--- src/rtl/teclado_pkg.sv ---
// Shared types and the column priority encoder for the hex keypad controller.
// Purely combinational helpers, no timing or flow-control of their own.
package teclado_pkg;

    typedef enum logic [2:0] {
        SCAN,
        DEB_PRESS,
        CAPTURE,
        WAIT_REL,
        DEB_REL
    } estado_t;

    typedef logic [3:0] tecla_t;
    typedef logic [1:0] fila_t;

    // Lowest set bit wins so a multi-column press resolves deterministically.
    function automatic logic [1:0] codificar_columna(input logic [3:0] mask);
        logic [1:0] col;
        col = 2'd0;
        if (mask[0])      col = 2'd0;
        else if (mask[1]) col = 2'd1;
        else if (mask[2]) col = 2'd2;
        else if (mask[3]) col = 2'd3;
        return col;
    endfunction

endpackage

--- src/rtl/fifo_teclas.sv ---
// Key buffer: first-word fall-through FIFO, head/flags valid the cycle after push/pop.
// A push into a full buffer is refused unless a pop happens in the same cycle; pop on empty is ignored.
module fifo_teclas
    import teclado_pkg::*;
#(
    parameter int FIFO_DEPTH = 4
) (
    input  logic                          clk_i,
    input  logic                          reset_i,
    input  logic                          push,
    input  logic                          pop,
    input  tecla_t                        dato_wr,
    output tecla_t                        dato_rd,
    output logic                          full,
    output logic                          empty,
    output logic [$clog2(FIFO_DEPTH):0]   count
);

    localparam int AW = $clog2(FIFO_DEPTH);

    tecla_t        mem [FIFO_DEPTH];
    logic [AW:0]   wr_ptr;
    logic [AW:0]   rd_ptr;
    logic          do_push;
    logic          do_pop;

    // Extra pointer MSB distinguishes full from empty when the indices match.
    assign empty   = (wr_ptr == rd_ptr);
    assign full    = (wr_ptr[AW] != rd_ptr[AW]) && (wr_ptr[AW-1:0] == rd_ptr[AW-1:0]);
    assign count   = wr_ptr - rd_ptr;
    assign do_pop  = pop && !empty;
    assign do_push = push && (!full || do_pop);
    assign dato_rd = mem[rd_ptr[AW-1:0]];

    always_ff @(posedge clk_i or posedge reset_i) begin
        if (reset_i) begin
            wr_ptr <= '0;
            rd_ptr <= '0;
            for (int i = 0; i < FIFO_DEPTH; i++) begin
                mem[i] <= '0;
            end
        end else begin
            if (do_push) begin
                mem[wr_ptr[AW-1:0]] <= dato_wr;
                wr_ptr              <= wr_ptr + 1'b1;
            end
            if (do_pop) begin
                rd_ptr <= rd_ptr + 1'b1;
            end
        end
    end

endmodule

--- src/rtl/controlador_teclado.sv ---
// Keypad row scanner with press/release debounce FSM feeding a key FIFO; columns reach the FSM 2 cycles late.
// Consumer pops via leer_i when data_available_o=1; keys captured while the FIFO is full are dropped and flagged.
module controlador_teclado
    import teclado_pkg::*;
#(
    parameter int SCAN_CYCLES     = 1000,
    parameter int DEBOUNCE_CYCLES = 50000,
    parameter int FIFO_DEPTH      = 4
) (
    input  logic                          clk_i,
    input  logic                          reset_i,
    input  logic [3:0]                    columnas_i,
    input  logic                          leer_i,
    output fila_t                         fila_o,
    output logic                          data_available_o,
    output tecla_t                        dato_o,
    output logic [$clog2(FIFO_DEPTH):0]   ocupacion_o,
    output logic                          overflow_o,
    output logic                          ocupado_o
);

    localparam int SW = $clog2(SCAN_CYCLES);
    localparam int DW = $clog2(DEBOUNCE_CYCLES);
    localparam logic [SW-1:0] SCAN_LAST = SW'(SCAN_CYCLES - 1);
    localparam logic [DW-1:0] DEB_LAST  = DW'(DEBOUNCE_CYCLES - 1);

    logic [3:0]    sync1;
    logic [3:0]    mask;
    estado_t       estado, estado_nxt;
    fila_t         fila, fila_nxt;
    logic [SW-1:0] dwell, dwell_nxt;
    logic [DW-1:0] deb, deb_nxt;
    logic [3:0]    latched, latched_nxt;
    logic          push;
    logic          full;
    logic          empty;
    logic          overflow;

    always_comb begin
        estado_nxt  = estado;
        fila_nxt    = fila;
        dwell_nxt   = dwell;
        deb_nxt     = deb;
        latched_nxt = latched;
        push        = 1'b0;
        case (estado)
            SCAN: begin
                if (mask != 4'd0) begin
                    estado_nxt  = DEB_PRESS;
                    latched_nxt = mask;
                    dwell_nxt   = '0;
                    deb_nxt     = '0;
                end else if (dwell == SCAN_LAST) begin
                    dwell_nxt = '0;
                    fila_nxt  = fila + 2'd1;
                end else begin
                    dwell_nxt = dwell + SW'(1);
                end
            end
            DEB_PRESS: begin
                if (mask != latched) begin
                    estado_nxt = SCAN;
                    dwell_nxt  = '0;
                    deb_nxt    = '0;
                end else if (deb == DEB_LAST) begin
                    estado_nxt = CAPTURE;
                    deb_nxt    = '0;
                end else begin
                    deb_nxt = deb + DW'(1);
                end
            end
            CAPTURE: begin
                push       = 1'b1;
                estado_nxt = WAIT_REL;
            end
            WAIT_REL: begin
                if (mask == 4'd0) begin
                    estado_nxt = DEB_REL;
                    deb_nxt    = '0;
                end
            end
            DEB_REL: begin
                if (mask != 4'd0) begin
                    estado_nxt = WAIT_REL;
                end else if (deb == DEB_LAST) begin
                    estado_nxt = SCAN;
                    fila_nxt   = fila + 2'd1;
                    dwell_nxt  = '0;
                    deb_nxt    = '0;
                end else begin
                    deb_nxt = deb + DW'(1);
                end
            end
            default: begin
                estado_nxt = SCAN;
            end
        endcase
    end

    always_ff @(posedge clk_i or posedge reset_i) begin
        if (reset_i) begin
            sync1    <= '0;
            mask     <= '0;
            estado   <= SCAN;
            fila     <= '0;
            dwell    <= '0;
            deb      <= '0;
            latched  <= '0;
            overflow <= 1'b0;
        end else begin
            sync1    <= columnas_i;
            mask     <= sync1;
            estado   <= estado_nxt;
            fila     <= fila_nxt;
            dwell    <= dwell_nxt;
            deb      <= deb_nxt;
            latched  <= latched_nxt;
            // Full implies non-empty, so leer_i alone means a pop frees the slot this cycle.
            if (push && full && !leer_i) begin
                overflow <= 1'b1;
            end
        end
    end

    fifo_teclas #(
        .FIFO_DEPTH(FIFO_DEPTH)
    ) u_fifo (
        .clk_i   (clk_i),
        .reset_i (reset_i),
        .push    (push),
        .pop     (leer_i),
        .dato_wr ({fila, codificar_columna(latched)}),
        .dato_rd (dato_o),
        .full    (full),
        .empty   (empty),
        .count   (ocupacion_o)
    );

    assign fila_o           = fila;
    assign data_available_o = !empty;
    assign overflow_o       = overflow;
    assign ocupado_o        = (estado != SCAN);

endmodule

--- config.mk ---
export PLATFORM = sky130hd
export DESIGN_NAME = controlador_teclado
export DESIGN_NICKNAME = d
export VERILOG_FILES = /design/src/rtl/teclado_pkg.sv /design/src/rtl/fifo_teclas.sv /design/src/rtl/controlador_teclado.sv
export SDC_FILE = /design/constraint.sdc
export NUM_CORES = 1
export LEC_CHECK = 0
export CORE_AREA = 2 2 127 92
export DETAILED_ROUTE_END_ITERATION = 6
export DIE_AREA = 0 0 129 94
export PLACE_DENSITY = 0.48
export SLEW_MARGIN = 20
export SYNTH_ARGS = -nofsm -noshare
export SYNTH_HDL_FRONTEND = slang
export SYNTH_SLANG_ARGS = --single-unit
--- constraint.sdc ---
create_clock -name clk_i -period 5.37 [get_ports clk_i]
set_input_delay 1.074 -clock clk_i [delete_from_list [all_inputs] [get_ports clk_i]]
set_output_delay 1.074 -clock clk_i [all_outputs]
set_load 0.02 [all_outputs]
# == Word-level counts from Yosys, hierarchy flattened ==
# Cells that the tools add are included.
# classes
n_addsub,6
magnitude_cmp,3
div_mod_pow,0
n_mul,0
shifts,0
n_eq_ne,19
n_reduce_logical,22
n_mux,35
n_bitwise,2
# ops
operator,count
$mux 16,5
$pmux 16 s4,1
$mux 10,5
$pmux 10 s3,1
$mux 3,6
$add 16x1->16 const B,1
$bwmux 16,1
$eq 16x16->1 const B,1
$mux 2,8
$pmux 3 s5,1
$ne 2x2->1 const B,7
$mux 4,3
$reduce_and 4->1,3
$add 10x1->10 const B,1
$eq 10x10->1 const B,1
$bmux 4 s2,1
$demux 4 s2,1
$reduce_bool 4->1,2
$add 3x1->3 const B,2
$eq 3x2->1 const B,2
$ge 3x3->1 const B,2
$logic_and 1x1->1,6
$ne 3x3->1 const B,2
$not 2->3,2
other kinds (19),22
# totals
elab_cells,101
output_inout_bits,12
mem_count,0
latchBits,0
mem_bits_rw,0
reg_bits,66
inputBits,7
rom_bits,0

# == Depth between registers and ports, before layout ==
# Gate-level depths: netlist of the first run.
# logic_depth
ltp_word,6
mapped_depth,7

# == Modules after synthesis ==
# Synthesis of the first run repeated with hierarchy kept, for this count alone.
# hier_totals
cells_unflattened,329
area_unflattened_um2,3497.1
# by_module_without_submodules
module,seq_area_each_um2,n_inst,area_each_um2,cells_per_inst
controlador_teclado,1101.1,1,2334.7,244
fifo_teclas,550.5,1,1162.4,85

# == Least setup slack after synthesis of the first run ==
# Ideal clock, no wire load.
# synth_timing
kind,register to output
startpoint,reg u_fifo.wr_ptr[0]
endpoint,out ocupacion_o[2]
stages_incl_launch_ff,5
path_buffers,0
arrival_time_ns,1.404
setup_slack_ns,2.892
path_cell_list,dfrtp_1 > inv_1 > ha_1 > fa_1 > xnor2_1
# synth_via
elab_chain_cells,1
# synth_lines
element,line_no,text
start: declaration,fifo_teclas.sv:22,logic [AW:0] wr_ptr;
start signal: assignment,fifo_teclas.sv:45,wr_ptr <= wr_ptr + 1'b1;
$sub 3x3->3,fifo_teclas.sv:30,assign count = wr_ptr - rd_ptr;
end: declaration,controlador_teclado.sv:17,"output logic [$clog2(FIFO_DEPTH):0] ocupacion_o,"
# No other way between the ends.

# == Final worst setup path of the first run ==
# layout_timing
startpoint,reg u_fifo.rd_ptr[0]
endpoint,out ocupacion_o[2]
# layout_via
elab_chain_cells,1
# layout_lines
element,line_no,text
start: declaration,fifo_teclas.sv:23,logic [AW:0] rd_ptr;
start signal: assignment,fifo_teclas.sv:48,rd_ptr <= rd_ptr + 1'b1;
$sub 3x3->3,fifo_teclas.sv:30,
# No other way between the ends.

==> reports/metrics.yaml, run 1 <==
synth_nets: 327
ys_seq_elements: 66
synth_cells: 310
pre_cts_ws_ns: 2.31
multi_input_area_mm2: 0.00166
portBuffers: 18
grt_pass1_wl_um: 12500
postCtsSetupRepairBufs: 0
async_reset_ff_share_pct: 100
yosysSeqAreaShare_pct: 48.6
clock_sinks: 66
status: "finished, final reports clean"
yosys.area_share.xor_xnor_pct: 5.41
drtIter0Drc: 85
htreeDepth: 3
synth-compound-area-share_pct: 11.9
synth_area_leaders: "dfrtp_1, mux2_2, ha_1"
setup_viol: 0
rows: 32
path_class: "reg2out"
diodes: 0
fin_tns_setup_ns: 0
synth.mux.area_fraction_pct: 9.54
instances_no_fill: 489
numCtsBuffers: 9
fill_cells: 1083
synth_top_flop_cell: "dfrtp_1"
slew_violations: 0
cts_root_buffer: "clkbuf_16"
routed_wl_um: 7230
hpwl_um: 5110
synth-simple-area-share_pct: 18.0
path_cells: "ha_1, fa_1, xnor2_1, clkdlybuf4s50_1"
relSlewSlack_pct: 45.7
cts_hold_buffers: 0
worstSetupEndpointType: "output port"
reg2reg_depth: 5
arrival_ns: 2.27
fin_skew_ns: 0.00778
antenna_found_initial: 0
finalCriticalPeriod_ns: 3.34
cts.clk_slew.worst_paths_ns: 0.06
area_growth_pct: 20.2
start_util_pct: 31.3
synth_common_cells: "dfrtp_1, nor2_1, nand2_1, mux2_2, inv_1"
fp.dieH_um: 94
finalCritPeriodShare_pct: 62.2
die_w_um: 129
synth_top_cell_by_area: "dfrtp_1"
place.gp.congestion: 0.866
synthAdderAreaFrac_pct: 3.90
nets: 348
avgRoutedWirePerCell_um: 14.8
drive_gt1_share_pct: 13.4
seq_area_mm2: 0.00165
min_path_type: "reg2reg"
holdWs_ns: 0.347
synth_top_cell_area_share_pct: 48.6
worst_slew_pin_slew_ns: 0.809
synth.most_common_cell: "dfrtp_1"
vdd_drop_max_v: 0.000180
yosys.cell_types.count: 56
fmax_mhz: 299
cts-resized-gates: 0
place_area_mm2: 0.00373
powerDensity_mw_per_mm2: 389
synth_edf_count: 0
synth_top_family_by_area: "simple AND/OR/NAND/NOR gates"
max_stage_delay_ns: 0.62
required_ns: 4.30
stdcell_area_mm2: 0.00408
cp_slowest_cell: "clkdlybuf4s50_1"
grt_max_degree: 55
p_leak_nw: 1.83
start_kind: "flop"
viasPerCell: 5.07
ant_nets: 0
hold_viol: 0
rsz0062_at_grt: "no"
overflow: 0
first_global_vias: 2484
num_io_pins: 19
insertion_delay_ns: 0.32
fp.coreArea_mm2: 0.0109
cts_buffer_depth: 2
dr_total_vias: 2477
place_inst: 473
cts_tree: "done"
worst_hold_path.num_cells: 0
timing.final.ws_setup_ns: 2.03
drc_errors: 0
track_usage_pct: 13.4
avgSynthCellArea_um2: 11.0
die_area_mm2: 0.0121
cp_max_fo: 7
firstDrtPassIters: 4
cap_violations: 0
yosysWarningCount: 0
synthesis.area_mm2: 0.00340
final cells by class:
cell class              count  area share (%)
inverters                  12            1.10
clock buffers               9            5.52
flip-flops and latches     66            40.5
multi-input cells         223            40.6
repair buffers             19            4.60
well taps                 153            4.69
clock inverters             7            3.06
power by group:
| group | total [mW] | internal (mW) | switching [mW] |
|---|---|---|---|
| logic | 0.305 | 0.143 | 0.162 |
| registers | 0.601 | 0.534 | 0.0671 |
| clock network | 0.681 | 0.457 | 0.224 |
cells in the final DEF, fill, tap and decap left out, types with 4 or more instances in the layout:
cell | Yosys | routed
a21oi_1 | 6 | 6
a221o_1 | 4 | 4
and3_1 | 9 | 9
and4_1 | 5 | 5
clkbuf_16 | 0 | 9
clkdlybuf4s50_1 | 0 | 18
dfrtp_1 | 66 | 66
ha_1 | 9 | 9
inv_1 | 12 | 11
mux2_2 | 16 | 16
mux4_2 | 4 | 4
nand2_1 | 21 | 21
nand3_1 | 11 | 11
nand4_1 | 5 | 5
nor2_1 | 27 | 27
nor3_1 | 9 | 9
o2111ai_1 | 4 | 4
o21ai_0 | 11 | 11
o31ai_1 | 7 | 7
xnor2_1 | 11 | 11
xor2_1 | 10 | 10
flip-flops by register name, summed over array words and instances (netlist names), 3 cells and up:
register,cells
u_fifo.wr_ptr,3
latched,4
sync1,4
deb,16
u_fifo.mem,16
u_fifo.rd_ptr,3
dwell,10
estado,3
mask,4
metrics by stage:
step / util, % / total power, mW
6_report: 37.6 / 1.59
5_1_grt: 37.6 / 1.68
4_1_cts: 37.6 / 1.61
3_5_place_dp: 34.4 / 0.920
3_3_place_gp: 34.4 / 0.922
2_1_floorplan: - / 0.813
final timing paths:
check | slack [ns] | start | end
hold / removal | 0.35 | sync1[3]$_DFF_PP0_ | mask[3]$_DFF_PP0_
max in group asynchronous | 3.40 | reset_i | mask[0]$_DFF_PP0_
setup / recovery | 2.03 | u_fifo.rd_ptr[0]$_DFFE_PP0P_ | ocupacion_o[2]
setup reg to reg | 2.78 | deb[6]$_DFFE_PP0P_ | dwell[9]$_DFFE_PP0P_
min in group asynchronous | 1.00 | reset_i | deb[12]$_DFFE_PP0P_
hold reg to reg | 0.35 | sync1[3]$_DFF_PP0_ | mask[3]$_DFF_PP0_
worst max-delay path, delay by kind of cell (launching register included):
kind	cells	cell delay [ns]
buf+inv	1	0.62
fa+ha+maj	2	0.67
xor+xnor	1	0.16
flops	1	0.51
kinds of logic (layout without fill, tap and decap cells):
kind of cell / count (synthesis) / count (layout)
AO/OA/AOI/OAI: 56 / 56
XOR/XNOR: 21 / 21
adder cells (fa/ha/maj): 10 / 10
buffers and inverters: 21 / 47
flip-flops: 66 / 66
multiplexers: 25 / 25
AND/OR/NAND/NOR: 111 / 111
layer usage:
layer,vias up,track usage (%),share of wire [%]
met5,-,0,0
met4,0,3.71,0.29
met3,2,3.76,3.9
met1,1241,20.5,55
met2,42,18.1,41
li1,1192,-,-
Power figures use the tool's default switching activity.
==> inputs of run 2 (changes only) <==
clock period = 3.34 ns   (was 5.37 ns; I/O delays follow)
==> reports/metrics.yaml, run 2 (same netlist as run 1, synthesis figures left out) <==
grt_pass1_wl_um: 12800  # was 12,500 um
drc_errors: 0  # unchanged
avgRoutedWirePerCell_um: 15.3  # was 14.8 um
min_path_type: "reg2reg"  # unchanged
nets: 353  # was 348
r2r-start: "mask[1]$_DFF_PP0_"  # was deb[6]$_DFFE_PP0P_
cts_buffer_depth: 2  # unchanged
p_leak_nw: 1.84  # was 1.83 nW
cp_max_fo: 7  # unchanged
min_to: "mask[3]$_DFF_PP0_"  # unchanged
reg2reg_depth: 5  # unchanged
viasPerCell: 5.00  # was 5.07
diodes: 0  # unchanged
relSlewSlack_pct: 47.7  # was 45.7%
drtIter0Drc: 145  # was 85
place.gp.congestion: 0.757  # was 0.866
start_util_pct: 31.3  # unchanged
hold_viol: 0  # unchanged
fin_tns_setup_ns: 0  # unchanged
dr_total_vias: 2471  # was 2,477
vdd_drop_max_v: 0.000269  # was 0.000180 V
cts-resized-gates: 0  # unchanged
num_io_pins: 19  # unchanged
routed_wl_um: 7540  # was 7230 um
grt_max_degree: 41  # was 55
place_area_mm2: 0.00378  # was 0.00373 mm2
stdcell_area_mm2: 0.00410  # was 0.00408 mm2
timing.final.ws_setup_ns: 0.412  # was 2.03 ns
antenna_found_initial: 0  # unchanged
fmax_mhz: 342
worstSetupEndpointType: "output port"  # unchanged
track_usage_pct: 14.0  # was 13.4%
required_ns: 2.67  # was 4.30 ns
cap_violations: 0  # unchanged
postCtsSetupRepairBufs: 0  # unchanged
cts_hold_buffers: 0  # unchanged
rrSetupSlack_ns: 0.83  # was 2.78 ns
ant_nets: 0  # unchanged
layout_common_cells: "dfrtp_1, nor2_1, nand2_1"  # unchanged
numCtsBuffers: 9  # unchanged
insertion_delay_ns: 0.33  # was 0.32 ns
r2r_end: "deb[12]$_DFFE_PP0P_"  # was dwell[9]$_DFFE_PP0P_
fp.dieH_um: 94  # unchanged
clock_sinks: 66  # unchanged
area_growth_pct: 20.8  # was 20.2%
finalCritPeriodShare_pct: 87.7
hpwl_um: 5350  # was 5110 um
rsz0062_at_grt: "no"  # unchanged
cts_root_buffer: "clkbuf_16"  # unchanged
first_global_vias: 2407  # was 2,484
holdWs_ns: 0.345  # was 0.347 ns
pre_cts_ws_ns: 0.746  # was 2.31 ns
arrival_ns: 2.26  # was 2.27 ns
worst_hold_path.num_cells: 0  # unchanged
powerDensity_mw_per_mm2: 609  # was 389 mW/mm2
portBuffers: 18  # unchanged
slew_violations: 0  # unchanged
path_class: "reg2out"  # unchanged
rows: 32  # unchanged
cts.clk_slew.worst_paths_ns: 0.05  # was 0.06 ns
status: "finished, final reports clean"  # unchanged
fp.coreArea_mm2: 0.0109  # unchanged
setup_viol: 0  # unchanged
worst_slew_pin_slew_ns: 0.779  # was 0.809 ns
finalPower_mw: 2.50  # was 1.59 mW
overflow: 0  # unchanged
die_w_um: 129  # unchanged
fin_skew_ns: 0.00396  # was 0.00778 ns
final_common_cell: "dfrtp_1"  # unchanged
start_kind: "flop"  # unchanged
die_area_mm2: 0.0121  # unchanged
firstDrtPassIters: 4  # unchanged
drive_gt1_share_pct: 14.1  # was 13.4%
largestRegisters: "deb x16, u_fifo.mem x16, dwell x10"  # unchanged
htreeDepth: 3  # unchanged
cts_tree: "done"  # unchanged
finalCriticalPeriod_ns: 2.93
holdCritStartpoint: "sync1[3]$_DFF_PP0_"  # unchanged
[run 2: cell types whose count changed in the layout (fill, tap and decap cells not counted), sizes merged]
cell      delta
clkinv       -3
clkinvlp     +2
buf          +5
clkbuf       +3
inv          -1
bufinv       -1
[run 2: worst max-delay path, cell delays in order, from the launching register on]
cell             delay, ns
dfrtp_1               0.51
ha_1                  0.28
fa_1                  0.37
xnor2_1               0.16
clkdlybuf4s50_1       0.62
[run 2: worst max-delay path by stage]
| stage | endpoint | cells past startpoint | startpoint | slack, ns |
|---|---|---|---|---|
| final | ocupacion_o[2] | 4 | u_fifo.rd_ptr[0]$_DFFE_PP0P_ | 0.41 |
| after global routing | ocupacion_o[2] | 4 | u_fifo.rd_ptr[0]$_DFFE_PP0P_ | 0.30 |
| after CTS | ocupacion_o[2] | 4 | u_fifo.rd_ptr[0]$_DFFE_PP0P_ | 0.38 |
| after detailed placement | ocupacion_o[2] | 4 | u_fifo.rd_ptr[0]$_DFFE_PP0P_ | 0.75 |
| after global placement | ocupacion_o[2] | 4 | u_fifo.rd_ptr[0]$_DFFE_PP0P_ | 0.75 |
| after floorplan | deb[0]$_DFFE_PP0P_ | 1 | reset_i | 1.02 |
[run 2: where the power goes]
group / leakage, nW / internal, mW / switching [mW]
sequential: 0.882 / 0.859 / 0.107
combinational: 0.804 / 0.242 / 0.274
clock: 0.149 / 0.674 / 0.341
[run 2: layer usage]
metal  wire, um  vias up  global-route usage, %
li1           -     1193                      -
met1       4220     1227                   22.0
met2       2890       42                   17.5
met3        330        9                   4.61
met4         99        0                   4.35
met5          0        -                      0
[run 2: cell type report]
cell class / instances / area, um2
Clock buffer: 12 / 246
Tap cell: 153 / 191
Multi-Input combinational cell: 223 / 1660
Inverter: 12 / 45.0
Clock inverter: 4 / 75.1
Timing Repair Buffer: 24 / 238
Sequential cell: 66 / 1650
Fill cell: 1062 / 6750
[run 2: through the flow]
step | std cells | util [%]
2_1_floorplan | 310 | -
3_3_place_gp | 478 | 34.9
3_5_place_dp | 478 | 34.9
4_1_cts | 494 | 37.8
5_1_grt | 494 | 37.8
6_report | 494 | 37.8
==> inputs of run 3 (changes only) <==
CELL_PAD_IN_SITES_DETAIL_PLACEMENT = 1   (was default)
CELL_PAD_IN_SITES_GLOBAL_PLACEMENT = 1   (was default)
DONT_BUFFER_PORTS = 1   (was default)
PLACE_DENSITY = 0.54   (was 0.48)
==> reports/metrics.yaml, run 3 (same netlist as run 1, synthesis figures left out) <==
vdd_drop_max_v: 0.000239  # was 0.000269 V
busiest_layer: "met1"  # unchanged
first_global_vias: 2551  # was 2,407
drtIter0Drc: 119  # was 145
cts_tree: "done"  # unchanged
fmax_mhz: 377  # was 342 MHz
slew_violations: 0  # unchanged
cap_violations: 0  # unchanged
cts.clk_slew.worst_paths_ns: 0.05  # about the same
fin_tns_setup_ns: 0  # unchanged
finalPower_mw: 2.53  # was 2.50 mW
fin_skew_ns: 0.00567  # was 0.00396 ns
start_util_pct: 31.3  # unchanged
overflow: 0  # unchanged
dr_total_vias: 2455  # was 2,471
p_comb_share_pct: 17.6  # was 20.7%
clkPwrFrac_pct: 43.7  # was 40.6%
num_io_pins: 19  # unchanged
p_sw_share_pct: 29.5  # was 28.9%
finalCriticalPeriod_ns: 2.65  # was 2.93 ns
switchingPower_uw: 745  # was 722 uW
arrival_ns: 1.99  # was 2.26 ns
nets: 336  # was 353
worstSetupEndpointType: "output port"  # unchanged
diodes: 0  # unchanged
worst_slew_pin_slew_ns: 0.842  # was 0.779 ns
rsz0062_at_grt: "no"  # unchanged
hold_viol: 0  # unchanged
holdWs_ns: 0.212  # was 0.345 ns
numCtsBuffers: 9  # unchanged
grt_max_degree: 28  # was 41
htreeDepth: 3  # unchanged
cp_slowest_cell: "dfrtp_1"  # was clkdlybuf4s50_1
fp.coreArea_mm2: 0.0109  # unchanged
final_common_cell: "dfrtp_1"  # unchanged
max_stage_delay_ns: 0.54  # was 0.62 ns
p_leak_nw: 1.79  # was 1.84 nW
setup_viol: 0  # unchanged
path_cells: "ha_1, fa_1, xnor2_1"  # was ha_1, fa_1, xnor2_1, clkdlybuf4s50_1
cts_root_buffer: "clkbuf_16"  # unchanged
ant_nets: 0  # unchanged
drc_errors: 0  # unchanged
firstDrtPassIters: 4  # unchanged
hpwl_um: 5920  # was 5350 um
start_kind: "flop"  # unchanged
area_growth_pct: 16.1  # was 20.8%
largestRegisters: "deb x16, u_fifo.mem x16, dwell x10"  # unchanged
portBuffers: 0  # was 18
rows: 32  # unchanged
fp.dieH_um: 94  # unchanged
cp_max_fo: 7  # unchanged
relSlewSlack_pct: 43.4  # was 47.7%
required_ns: 2.67  # about the same
antenna_found_initial: 0  # unchanged
clock_sinks: 66  # unchanged
grt.met3_usage_pct: 4.56  # was 4.61%
path_class: "reg2out"  # unchanged
cts_hold_buffers: 0  # unchanged
insertion_delay_ns: 0.34  # was 0.33 ns
timing.final.ws_setup_ns: 0.687  # was 0.412 ns
cts_buffer_depth: 2  # unchanged
cts-resized-gates: 0  # unchanged
p_int_mw: 1.78  # about the same
pre_cts_ws_ns: 0.770  # was 0.746 ns
avgRoutedWirePerCell_um: 17.3  # was 15.3 um
layout_common_cells: "dfrtp_1, nor2_1, nand2_1"  # unchanged
viasPerCell: 5.15  # was 5.00
die_w_um: 129  # unchanged
grtUsageMet2_pct: 20.9  # was 17.5%
track_usage_pct: 15.3  # was 14.0%
drive_gt1_share_pct: 15.1  # was 14.1%
place.gp.congestion: 0.782  # was 0.757
powerDensity_mw_per_mm2: 641  # was 609 mW/mm2
routed_wl_um: 8230  # was 7540 um
status: "finished, final reports clean"  # unchanged
p_seq_share_pct: 38.7  # about the same
finalCritPeriodShare_pct: 79.4  # was 87.7%
die_area_mm2: 0.0121  # unchanged
fill_cells: 1213  # was 1,062
grt_pass1_wl_um: 14000  # was 12,800 um
grtUsageMet1_pct: 22.8  # was 22.0%
min_path_type: "in2async"  # was reg2reg
postCtsSetupRepairBufs: 0  # unchanged
[run 3: worst max-delay path, delay by kind of cell, from the launching register on]
family / cells / cell delay (ns)
flops: 1 / 0.54
xor+xnor: 1 / 0.45
fa+ha+maj: 2 / 0.67
[run 3: area by class of cell]
type / instances / area [um2] / share of cell area [%]
well taps: 153 / 191 / 4.86
clock inverters: 4 / 98.8 / 2.51
repair buffers: 7 / 52.6 / 1.33
flip-flops and latches: 66 / 1650 / 41.9
clock buffers: 12 / 246 / 6.25
inverters: 12 / 45.0 / 1.14
multi-input cells: 223 / 1660 / 42.0
[run 3: worst paths after layout]
kind,startpoint,end,slack [ns],cells after the start
worst max-delay path,u_fifo.rd_ptr[0]$_DFFE_PP0P_,ocupacion_o[2],0.69,3
max in group asynchronous,reset_i,u_fifo.rd_ptr[1]$_DFFE_PP0P_,2.40,2
min in group clk_i,sync1[3]$_DFF_PP0_,mask[3]$_DFF_PP0_,0.35,0
worst min-delay path,reset_i,u_fifo.mem[4]$_DFFE_PP0P_,0.21,1
worst max register to register,mask[1]$_DFF_PP0_,deb[12]$_DFFE_PP0P_,0.82,5
worst min register to register,sync1[3]$_DFF_PP0_,mask[3]$_DFF_PP0_,0.35,0
[run 3: power groups by stage]
stage	combinational, mW	clock (mW)	sequential [mW]
2_1_floorplan	0.380	0	0.928
3_3_place_gp	0.437	0	0.988
3_5_place_dp	0.448	0	0.991
4_1_cts	0.452	1.13	0.978
5_1_grt	0.502	1.17	0.993
6_report	0.445	1.10	0.978
[run 3: layer usage]
metal  wire length, um  part of all wire, %
met5                 0                    0
met4                89                  1.1
met3               289                  3.5
met2              3360                   41
met1              4490                   55
[run 3: per-stage QoR]
step,cell area [um2],cells,util (%)
6_report,3940,477,36.3
2_1_floorplan,3400,310,-
3_3_place_gp,3600,461,33.2
5_1_grt,3940,477,36.3
3_5_place_dp,3600,461,33.2
4_1_cts,3940,477,36.3
==> RTL edit, RTL diff (config.mk and constraints of run 2) <==
Change the parameter `DEBOUNCE_CYCLES` from 50000 to 12500.
--- a/src/rtl/controlador_teclado.sv
+++ b/src/rtl/controlador_teclado.sv
@@ -4,7 +4,7 @@
     import teclado_pkg::*;
 #(
     parameter int SCAN_CYCLES     = 1000,
-    parameter int DEBOUNCE_CYCLES = 50000,
+    parameter int DEBOUNCE_CYCLES = 12500,
     parameter int FIFO_DEPTH      = 4
 ) (
     input  logic                          clk_i,
Formal check against the unedited RTL: no difference found for any inputs over 10 cycles, from zero or initial values and one cycle with reset_i high; that may be too few to reach the edited logic, so the function may still have changed.
==> RTL edit against run 2 <==
Sequential cell count shrank 2. Synthesized area shrank 0.99%. Critical path depth is the same. Final area shrank 2.3%. Non-clock buffer count shrank 1. Routed wire length shrank 5.4%. Power shrank 4.0%. Global-route usage shrank 0.61 points. Worst setup slack lost 0.0090 ns. Via count shrank 0.81%.
==> RTL edit: results (changes against run 2) <==
Final layout
  • Share of cells above drive strength 1: 15.6% (was 14.1%)
  • Top flop regs: u_fifo.mem x16, deb x14, dwell x10 (was deb x16, u_fifo.mem x16, dwell x10)
  • Number of nets in the layout: 358 (was 353)

Logic synthesis
  • Post-synthesis cell count: 320 (was 310)
  • Post-synthesis net count: 337 (was 327)
  • Post-synthesis sequential area ratio: 47.6% (was 48.6%)
  • Synth warnings: 0 (unchanged)
  • Synth area leaders: dfrtp_1 (48%), mux2_2 (6.0%), nand2_1 (3.9%) (was dfrtp_1 (49%), mux2_2 (5.3%), ha_1 (3.3%))
  • Synth unique cells: 57 (was 56)
  • Synth cell count leaders: dfrtp_1 (64), nand2_1 (35), mux2_2 (18), nor3_1 (18) (was dfrtp_1 (66), nor2_1 (27), nand2_1 (21), mux2_2 (16), inv_1 (12))

STA
  • Worst hold margin: 0.352 ns (was 0.345 ns)
  • Slew margin rel.: 50.9% (was 47.7%)
  • Maximum clock frequency: 341 MHz (was 342 MHz)
  • Clk_skew: 0.00579 ns (was 0.00396 ns)

Routing
  • DR vias/cell: 4.91 (was 5.00)
  • Routed len/inst: 14.3 um (was 15.3 um)
  • Vias post-DR: 2451 (was 2471)
  • Iteration-0 DRC Markers: 196 (was 145)

Worst hold path
  • Worst Hold Class: reg2reg (unchanged)
  • WHS Path Cells: 0 (unchanged)
  • Hold-critical path endpoint: mask[1]$_DFF_PP0_ (was mask[3]$_DFF_PP0_)
  • Hold Crit Start: sync1[1]$_DFF_PP0_ (was sync1[3]$_DFF_PP0_)

Worst setup path
  • R2R setup slack: 0.86 ns (was 0.83 ns)
  • Critical path arrival: about 2.3 ns
  • CP max-delay cell: clkdlybuf4s50_1 (unchanged)
  • Worst reg2reg startpoint: u_fifo.rd_ptr[1]$_DFFE_PP0P_ (was mask[1]$_DFF_PP0_)
  • Reg2Reg Capture Point: u_fifo.mem[0]$_DFFE_PP0P_ (was deb[12]$_DFFE_PP0P_)
  • Reg2reg path depth: 7 (was 5)

Global route
  • Pin count of the biggest net entering global routing: 35 (was 41)
  • Initial antenna violation count: 0 (unchanged)
  • Vias in the first global route: 2333 (was 2407)
  • All-Layer GR Usage: 13.4% (was 14.0%)
  • First-pass GRT wire length: 12.3 mm (was 12.8 mm)

Placed design
  • Pre-CTS setup slack: 0.683 ns (was 0.746 ns)
  • # placed instances: 483 (was 478)
  • Detail Placement HPWL: 5.12 mm (was 5.35 mm)
  • GP Congestion: 0.752 (was 0.757)
  • PortBufs: 18 (unchanged)

Run status
  • Status: complete, no violations (unchanged)

Power
  • Leak: 1.71 nW (was 1.84 nW)
  • Peak supply drop: 0.250 mV (was 0.269 mV)

Clock network
  • H-tree depth: 3 (unchanged)
  • PostCTS Resize Cnt: 0 (unchanged)

Floorplanning
  • Initial Utilization: 31.0% (was 31.3%)
[RTL edit: worst max-delay path by stage]
stage / depth (start not counted) / end / start
finish: 4 / ocupacion_o[2] / u_fifo.rd_ptr[0]$_DFFE_PP0P_
global route: 4 / ocupacion_o[2] / u_fifo.rd_ptr[0]$_DFFE_PP0P_
detailed placement: 5 / u_fifo.mem[2]$_DFFE_PP0P_ / leer_i
global placement: 4 / ocupacion_o[2] / u_fifo.rd_ptr[0]$_DFFE_PP0P_
floorplan: 1 / deb[0]$_DFFE_PP0P_ / reset_i
CTS: 4 / ocupacion_o[2] / u_fifo.rd_ptr[0]$_DFFE_PP0P_
[RTL edit: per-stage QoR]
step	area [um2]	power [W]
finish	4010	0.00240
detailed placement	3710	0.00149
global route	4010	0.00255
global placement	3710	0.00149
floorplan	3360	0.00130
CTS	4010	0.00244
[RTL edit: area by class of cell]
cell class | count | area [um2]
Clock buffer | 9 | 225
Fill cell | 1072 | 6840
Timing Repair Buffer | 23 | 230
Tap cell | 153 | 191
Multi-Input combinational cell | 228 | 1630
Inverter | 15 | 56.3
Sequential cell | 64 | 1600
Clock inverter | 7 | 71.3
[RTL edit: routing by layer]
layer	vias to the layer above	share of wire [%]	track usage (%)	wire length, um
met3	10	4.4	4.27	317
li1	1217	-	-	-
met5	-	0	0	0
met4	0	1.5	4.62	105
met1	1188	56	20.5	4000
met2	36	38	17.3	2710
[RTL edit: worst max-delay path, delay by kind of cell, from the launching register on]
kind | cells | cell delay [ns]
buffers and inverters | 1 | 0.62
adders and majority gates | 2 | 0.64
DFF | 1 | 0.51
xor gates and xnor gates | 1 | 0.16
[RTL edit: report_power, final]
group | switching, W | total, W | internal (W) | leakage [nW]
clock network | 0.000349 | 0.000925 | 0.000576 | 0.138
logic | 0.000279 | 0.000524 | 0.000245 | 0.722
registers | 0.000113 | 0.000948 | 0.000835 | 0.854
total | 0.000741 | 0.00240 | 0.00166 | 1.71
[RTL edit: logic make-up after synthesis]
family | count (synthesis) | synth area share (%)
AOI/OAI and AO/OA | 65 | 14.6
adders and majority gates | 10 | 3.94
muxes | 22 | 8.71
and+or+nand+nor | 119 | 18.2
DFF | 64 | 47.6
xor gates and xnor gates | 12 | 3.12
buffers and inverters | 28 | 3.83
